==> src/rtl/ram_arb_pkg.sv <==
// rtl/ram_arb_pkg.sv - shared types and constants for the two-port RAM arbiter
// Contents: lock FSM state type, port-id constants, legal read-latency bounds.
package ram_arb_pkg;

    typedef enum logic [1:0] {
        ARB    = 2'd0,
        LOCK_A = 2'd1,
        LOCK_B = 2'd2
    } arb_state_e;

    localparam logic PORT_A = 1'b0;
    localparam logic PORT_B = 1'b1;

    localparam int RD_LAT_MIN = 1;
    localparam int RD_LAT_MAX = 2;

endpackage

==> src/rtl/ram_arb_rtag.sv <==
// rtl/ram_arb_rtag.sv - RD_LAT-deep (valid, port-id) read tag pipeline
// Ports:
//   clk, rst_n         clock, asynchronous active-low clear (drops in-flight tags)
//   push_valid_i       a read is on the RAM pins this cycle
//   push_id_i          port that issued that read
//   pop_valid_o        read data for a tagged read is on ram_rd_data this cycle
//   pop_id_o           port the returning data belongs to
module ram_arb_rtag
    import ram_arb_pkg::*;
#(
    parameter int RD_LAT = 1
) (
    input  logic clk,
    input  logic rst_n,
    input  logic push_valid_i,
    input  logic push_id_i,
    output logic pop_valid_o,
    output logic pop_id_o
);

    // Out-of-range latencies are clamped to the nearest legal depth.
    localparam int DEPTH = (RD_LAT < RD_LAT_MIN) ? RD_LAT_MIN :
                           (RD_LAT > RD_LAT_MAX) ? RD_LAT_MAX : RD_LAT;

    logic [DEPTH-1:0] vld_q;
    logic [DEPTH-1:0] id_q;

    generate
        if (DEPTH == 1) begin : g_depth1
            always_ff @(posedge clk or negedge rst_n) begin
                if (!rst_n) begin
                    vld_q <= '0;
                    id_q  <= '0;
                end else begin
                    vld_q <= push_valid_i;
                    id_q  <= push_id_i;
                end
            end
        end else begin : g_depthn
            always_ff @(posedge clk or negedge rst_n) begin
                if (!rst_n) begin
                    vld_q <= '0;
                    id_q  <= '0;
                end else begin
                    vld_q <= {vld_q[DEPTH-2:0], push_valid_i};
                    id_q  <= {id_q[DEPTH-2:0], push_id_i};
                end
            end
        end
    endgenerate

    assign pop_valid_o = vld_q[DEPTH-1];
    assign pop_id_o    = id_q[DEPTH-1];

endmodule

==> src/rtl/ram_arbiter.sv <==
// rtl/ram_arbiter.sv - two-requester arbiter for one single-port block RAM
// Build option: RAM_ARB_FIXED_PRIO_EN (A has strict priority in ARB; else round robin)
// Ports:
//   clk, rst_n                      clock, asynchronous active-low reset
//   a_*/b_* req,lock,we,addr,wdata  requester payloads (held while req & !gnt)
//   a_gnt, b_gnt                    combinational grants; transfer = req & gnt at edge
//   a_rvalid/a_rdata, b_*           one-cycle read return strobe and data
//   ram_en, ram_we, ram_addr,       registered RAM control pins
//   ram_wr_data, ram_rd_data        RAM write / read data
module ram_arbiter
    import ram_arb_pkg::*;
#(
    parameter int ADDR_W = 5,
    parameter int DATA_W = 8,
    parameter int RD_LAT = 1
) (
    input  logic              clk,
    input  logic              rst_n,
    input  logic              a_req,
    input  logic              b_req,
    input  logic              a_lock,
    input  logic              b_lock,
    input  logic              a_we,
    input  logic              b_we,
    input  logic [ADDR_W-1:0] a_addr,
    input  logic [ADDR_W-1:0] b_addr,
    input  logic [DATA_W-1:0] a_wdata,
    input  logic [DATA_W-1:0] b_wdata,
    output logic              a_gnt,
    output logic              b_gnt,
    output logic              a_rvalid,
    output logic              b_rvalid,
    output logic [DATA_W-1:0] a_rdata,
    output logic [DATA_W-1:0] b_rdata,
    output logic              ram_en,
    output logic              ram_we,
    output logic [ADDR_W-1:0] ram_addr,
    output logic [DATA_W-1:0] ram_wr_data,
    input  logic [DATA_W-1:0] ram_rd_data
);

    arb_state_e        state_q;
    logic              ram_en_q;
    logic              ram_we_q;
    logic [ADDR_W-1:0] ram_addr_q;
    logic [DATA_W-1:0] ram_wr_data_q;
    logic              ram_id_q;
`ifndef RAM_ARB_FIXED_PRIO_EN
    logic              last_q;
`endif

    logic xfer;
    logic sel_we;
    logic tag_vld;
    logic tag_id;

    always_comb begin
        a_gnt = 1'b0;
        b_gnt = 1'b0;
        case (state_q)
            ARB: begin
`ifdef RAM_ARB_FIXED_PRIO_EN
                a_gnt = a_req;
                b_gnt = b_req & ~a_req;
`else
                // On contention the port that did not win last time goes first.
                a_gnt = a_req & (~b_req | (last_q == PORT_B));
                b_gnt = b_req & ~a_gnt;
`endif
            end
            LOCK_A:  a_gnt = a_req;
            LOCK_B:  b_gnt = b_req;
            default: ;
        endcase
        if (!rst_n) begin
            a_gnt = 1'b0;
            b_gnt = 1'b0;
        end
    end

    assign xfer   = a_gnt | b_gnt;
    assign sel_we = b_gnt ? b_we : a_we;

    always_ff @(posedge clk or negedge rst_n) begin
        if (!rst_n) begin
            state_q       <= ARB;
            ram_en_q      <= 1'b0;
            ram_we_q      <= 1'b0;
            ram_addr_q    <= '0;
            ram_wr_data_q <= '0;
            ram_id_q      <= PORT_A;
`ifndef RAM_ARB_FIXED_PRIO_EN
            last_q        <= PORT_B;
`endif
        end else begin
            ram_en_q <= xfer;
            ram_we_q <= xfer & sel_we;
            if (xfer) begin
                ram_addr_q    <= b_gnt ? b_addr  : a_addr;
                ram_wr_data_q <= b_gnt ? b_wdata : a_wdata;
                ram_id_q      <= b_gnt ? PORT_B  : PORT_A;
`ifndef RAM_ARB_FIXED_PRIO_EN
                last_q        <= b_gnt ? PORT_B  : PORT_A;
`endif
            end
            case (state_q)
                ARB: begin
                    if (a_gnt && a_lock)      state_q <= LOCK_A;
                    else if (b_gnt && b_lock) state_q <= LOCK_B;
                end
                // In a locked state gnt == req, so the lock is released either by
                // an unlocked transfer or by the owner dropping req.
                LOCK_A:  if (!(a_req && a_lock)) state_q <= ARB;
                LOCK_B:  if (!(b_req && b_lock)) state_q <= ARB;
                default: state_q <= ARB;
            endcase
        end
    end

    // Tags enter when the read is actually on the RAM pins, so the pipeline
    // depth equals the RAM read latency.
    ram_arb_rtag #(
        .RD_LAT (RD_LAT)
    ) u_rtag (
        .clk          (clk),
        .rst_n        (rst_n),
        .push_valid_i (ram_en_q & ~ram_we_q),
        .push_id_i    (ram_id_q),
        .pop_valid_o  (tag_vld),
        .pop_id_o     (tag_id)
    );

    assign a_rvalid    = tag_vld & (tag_id == PORT_A);
    assign b_rvalid    = tag_vld & (tag_id == PORT_B);
    assign a_rdata     = ram_rd_data;
    assign b_rdata     = ram_rd_data;
    assign ram_en      = ram_en_q;
    assign ram_we      = ram_we_q;
    assign ram_addr    = ram_addr_q;
    assign ram_wr_data = ram_wr_data_q;

endmodule
==> config.mk <==
export PLATFORM = sky130hd
export DESIGN_NAME = ram_arbiter
export DESIGN_NICKNAME = d
export VERILOG_FILES = /design/src/rtl/ram_arb_pkg.sv /design/src/rtl/ram_arb_rtag.sv /design/src/rtl/ram_arbiter.sv
export SDC_FILE = /design/constraint.sdc
export NUM_CORES = 1
export LEC_CHECK = 0
export BUFFER_PORTS_ARGS = -buffer_cell sky130_fd_sc_hd__clkbuf_2
export CAP_MARGIN = 10
export CORE_UTILIZATION = 40
export CTS_CLUSTER_DIAMETER = 150
export DETAILED_ROUTE_END_ITERATION = 10
export PLACE_DENSITY_LB_ADDON = 0.12
export SLEW_MARGIN = 20
export SYNTH_ARGS = -nofsm -noshare
export SYNTH_HDL_FRONTEND = slang
export SYNTH_SLANG_ARGS = --single-unit
==> constraint.sdc <==
create_clock -name clk -period 4.7 [get_ports clk]
set_clock_uncertainty 0.1 [all_clocks]
set_input_delay 0.235 -clock clk [delete_from_list [all_inputs] [get_ports clk]]
set_output_delay 0.235 -clock clk [all_outputs]
set_load 0.02 [all_outputs]
==> results.txt <==
- The sequential cells in the finished layout cover a total of approximately 530 um^2.
* Synth top area cells: sky130_fd_sc_hd__dfrtp_1 48%, sky130_fd_sc_hd__a221o_1 13%, sky130_fd_sc_hd__buf_4 12%
* Cells after Synth: 90
* Arr. time, crit path: 2.17 ns
- The tightest min-delay check is of the input pin to flop type.
* Met2 track demand over resource: 0.245
- Grt met1 use: 0.188
- In the routed design, unresolved DRC markers number 0.
* Number of buffer and inverter instances along the worst setup path: 4
* Grt peak-use layer: met2
- CTS clock-pin slew for the worst setup and hold paths: 0.12 ns
* Power density over cell area: between 300 and 400 nW/um^2
* Gate family responsible for the most delay along the worst path: buffers and inverters
- Aggregate routed wire length: 2.05 mm
- For hold timing, the worst endpoint is state_q[1].
- Ys Warns: 0
* CP Launch Type: input pin
* Total negative slack: 0 ns
- Area share of the leading cell type in the synthesized netlist: 0.485
* Global-route wire length before repair: 3.04 mm
* Clock tree from TritonCTS: built
- In the final layout, the multi-input gates occupy 344 um^2.
- Final worst path period need: 2.50 ns
- Number of enable flip-flop cells after synthesis: 0
- Post-route ant nets: 0
- Worst setup slack after layout: 2.20 ns
- In this run the horizontal extent of the chip is 52.8 um.
* Fraction of final layout cells with drive strength greater than 1: 0.492
- The number of nets in the synthesized netlist is approximately 130.
* Source-to-sink clock delay at the later pin of the worst-skew pair: ~0.29 ns
- Cells traversed along the worst timing path: dlygate4sd3_1 -> clkbuf_2 -> and3b_1 -> nand2_1 -> inv_1 -> clkbuf_2
- Ratio of routed vias to standard cells: 5.10
- Share of the cycle needed by the critical path after routing: 0.533
- At the pin with the least slew margin, the transition time is 0.986 ns.
- The final-report max-slew violation count was 0.
* Total track usage: 0.152
- Synth Register Bits: 21
- IR analysis of the VDD net gives a maximum drop of 0.176 mV.
* Maximum fanout along the worst path: 26
* GR Layer Usage met3: 0.0348
* Global placer's final weighted congestion: 0.669
* Root buffer cell: sky130_fd_sc_hd__clkbuf_4
- GRT overflow: 0
* Pin count of the biggest net entering global routing: 27
- I/O pins: between 70 and 80
- Most used flip-flop cell after synthesis: sky130_fd_sc_hd__dfrtp_1
- Final nets: 169
* Setup crit end kind: output port
* TritonCTS buffer count: 3
* Fin. Hold Viols: 0
- In this run the post-CTS setup repair buffer count came out at 0.
- Total power consumption of the routed design: 0.433 mW
* Cells on worst reg2reg path: 3
- Hold buffer count at cts: 1
- The number of antenna violations at the first check in global routing was 0.
* Crit-path slowest cell: sky130_fd_sc_hd__dlygate4sd3_1
- At the worst endpoint, the required time is 4.37 ns.
- For this configuration, the core starts out at a cell density of 0.420.
- Row Count: 18
* TritonCTS sink count: 21
* First DRT Iteration DRCs: 6
* Static leakage power: between 0.7 and 0.8 nW
- For this run, the top clock speed supported by timing is 399 MHz.
- The via count of the first global-routing pass was 711.
- Post-synth design cell area: 1030 um^2
* Deepest clock path buffer count: 2
- Post-synth ARST share: 1.00
- Status: finished, final reports clean
- In this run, distinct cell masters in the synthesized netlist total 23.
- Detailed routing inserted a total of around 800 vias.
* Worst slew margin relative to its limit: 0.338
* Unrepaired setup endpoints after global routing: false
* Area growth syn-to-layout: 17.9%
* Count of cells along the worst hold path: 3
- Fill count: 251
- Count of TritonRoute iterations in the first routing pass: 4
* Total number of H-tree levels: 1
- Setup violations remaining at the end of the flow were counted as 0.
- Startpoint of the lowest-slack hold path: b_lock
* Total Die Area: 2790 um^2
* Most numerous cell on the critical path: sky130_fd_sc_hd__clkbuf_2
- Inserted Diodes: 0
- Sequential-to-total area share from yosys stat: 0.510
- On the worst path, the slowest cell contributes a delay of 0.52 ns.
* Crit Reg-Reg Startpoint: state_q[0]
- Worst R2R End: ram_wr_data[6]
- In this run the tool buffered the top-level ports with 52 buffer cells.
- The critical path is of the input pin to output port type.
- The worst register-to-register path has a setup slack of 3.02 ns.
- DP Wirelength: approximately 1.5 mm
- Avg Synthesized Cell Area: ~11 um^2
* Number of max-cap violations: 0
- The die is 52.8 um tall.
- The floorplan step defined a core boundary enclosing around 2500 um^2.
- Count of cells resized by post-cts repair: 0
- Timing analysis after detailed placement gives a worst setup slack of 2.73 ns.
- The largest total area in the synthesized netlist belongs to sky130_fd_sc_hd__dfrtp_1.
* Routed wire per std cell: about 13 um
Yosys cell counts, drive strengths merged, types with 2 or more instances:
master	instances
nor2b	4
nand2	3
and3	13
o211a	2
buf	20
dfrtp	20
inv	3
a221o	13
registers in the layout (all words and copies together), names as in the netlist:
name	cells
ram_addr	5
u_rtag.pop_id_o	1
u_rtag.pop_valid_o	1
ram_id_q	1
last_q	1
ram_wr_data	8
state_q	2
ram_en	1
ram_we	1
layer usage:
metal  routed length [um]  vias up
li1                     -      388
met1                  939      368
met2                  906       35
met3                  186        4
met4                   21        0
met5                    0        -
placed cells by master, fill, tap and decap left out:
| master | instances |
|---|---|
| sky130_fd_sc_hd__o21bai_1 | 1 |
| sky130_fd_sc_hd__clkbuf_2 | 52 |
| sky130_fd_sc_hd__a21oi_1 | 1 |
| sky130_fd_sc_hd__o211a_1 | 2 |
| sky130_fd_sc_hd__a22o_1 | 1 |
| sky130_fd_sc_hd__o21ai_1 | 1 |
| sky130_fd_sc_hd__and3_1 | 9 |
| sky130_fd_sc_hd__dfrtp_1 | 20 |
| sky130_fd_sc_hd__nor2_1 | 1 |
| sky130_fd_sc_hd__clkinv_2 | 1 |
| sky130_fd_sc_hd__and2_1 | 1 |
| sky130_fd_sc_hd__and3_2 | 4 |
| sky130_fd_sc_hd__clkbuf_4 | 3 |
| sky130_fd_sc_hd__dfstp_2 | 1 |
| sky130_fd_sc_hd__and3b_1 | 1 |
| sky130_fd_sc_hd__a21o_1 | 1 |
| sky130_fd_sc_hd__or3b_4 | 1 |
| sky130_fd_sc_hd__dlygate4sd3_1 | 1 |
| sky130_fd_sc_hd__inv_1 | 3 |
| sky130_fd_sc_hd__a221o_1 | 13 |
| sky130_fd_sc_hd__nand2_1 | 3 |
| sky130_fd_sc_hd__a21boi_0 | 1 |
| sky130_fd_sc_hd__nor2b_1 | 4 |
where the power goes:
part	total, mW	internal, mW	switching (mW)
sequential	0.226	0.210	0.0166
clock	0.0855	0.0317	0.0538
combinational	0.121	0.0527	0.0686
through the flow:
stage	utilization	cells	hold slack [ns]	instance area [um^2]
2_1_floorplan	-	90	-0.161	1030
3_3_place_gp	0.481	151	0.152	1180
3_5_place_dp	0.481	151	0.160	1180
4_1_cts	0.496	156	0.00812	1220
5_1_grt	0.496	156	0.00880	1220
6_report	0.496	156	0.0181	1220
layout make-up:
| cell class | count | share of cell area |
|---|---|---|
| clock inverters | 1 | 0.00411 |
| multi-input cells | 45 | 0.283 |
| clock buffers | 3 | 0.0185 |
| well taps | 30 | 0.0308 |
| flip-flops and latches | 21 | 0.433 |
| inverters | 3 | 0.00925 |
| repair buffers | 53 | 0.222 |
worst min-delay path, stage by stage:
cell	delay [ns]
sky130_fd_sc_hd__clkbuf_2	0.08
sky130_fd_sc_hd__nand2_1	0.05
sky130_fd_sc_hd__nor2_1	0.03
how the worst max path moves through the flow:
| stage | from | end | slack [ns] | depth (start not counted) |
|---|---|---|---|---|
| CTS | rst_n | a_gnt | 2.17 | 6 |
| finish | rst_n | a_gnt | 2.20 | 6 |
| floorplan | last_q | ram_addr[0] | 3.03 | 5 |
| global route | rst_n | a_gnt | 1.99 | 6 |
| detailed placement | rst_n | a_gnt | 2.73 | 5 |
| global placement | rst_n | a_gnt | 2.79 | 5 |
kinds of logic after synthesis:
family | count (synthesis) | share of synthesized area
AOI/OAI and AO/OA | 21 | 0.185
buffers and inverters | 24 | 0.156
DFF | 21 | 0.510
and+or+nand+nor | 24 | 0.148
Power figures use the tool's default switching activity.
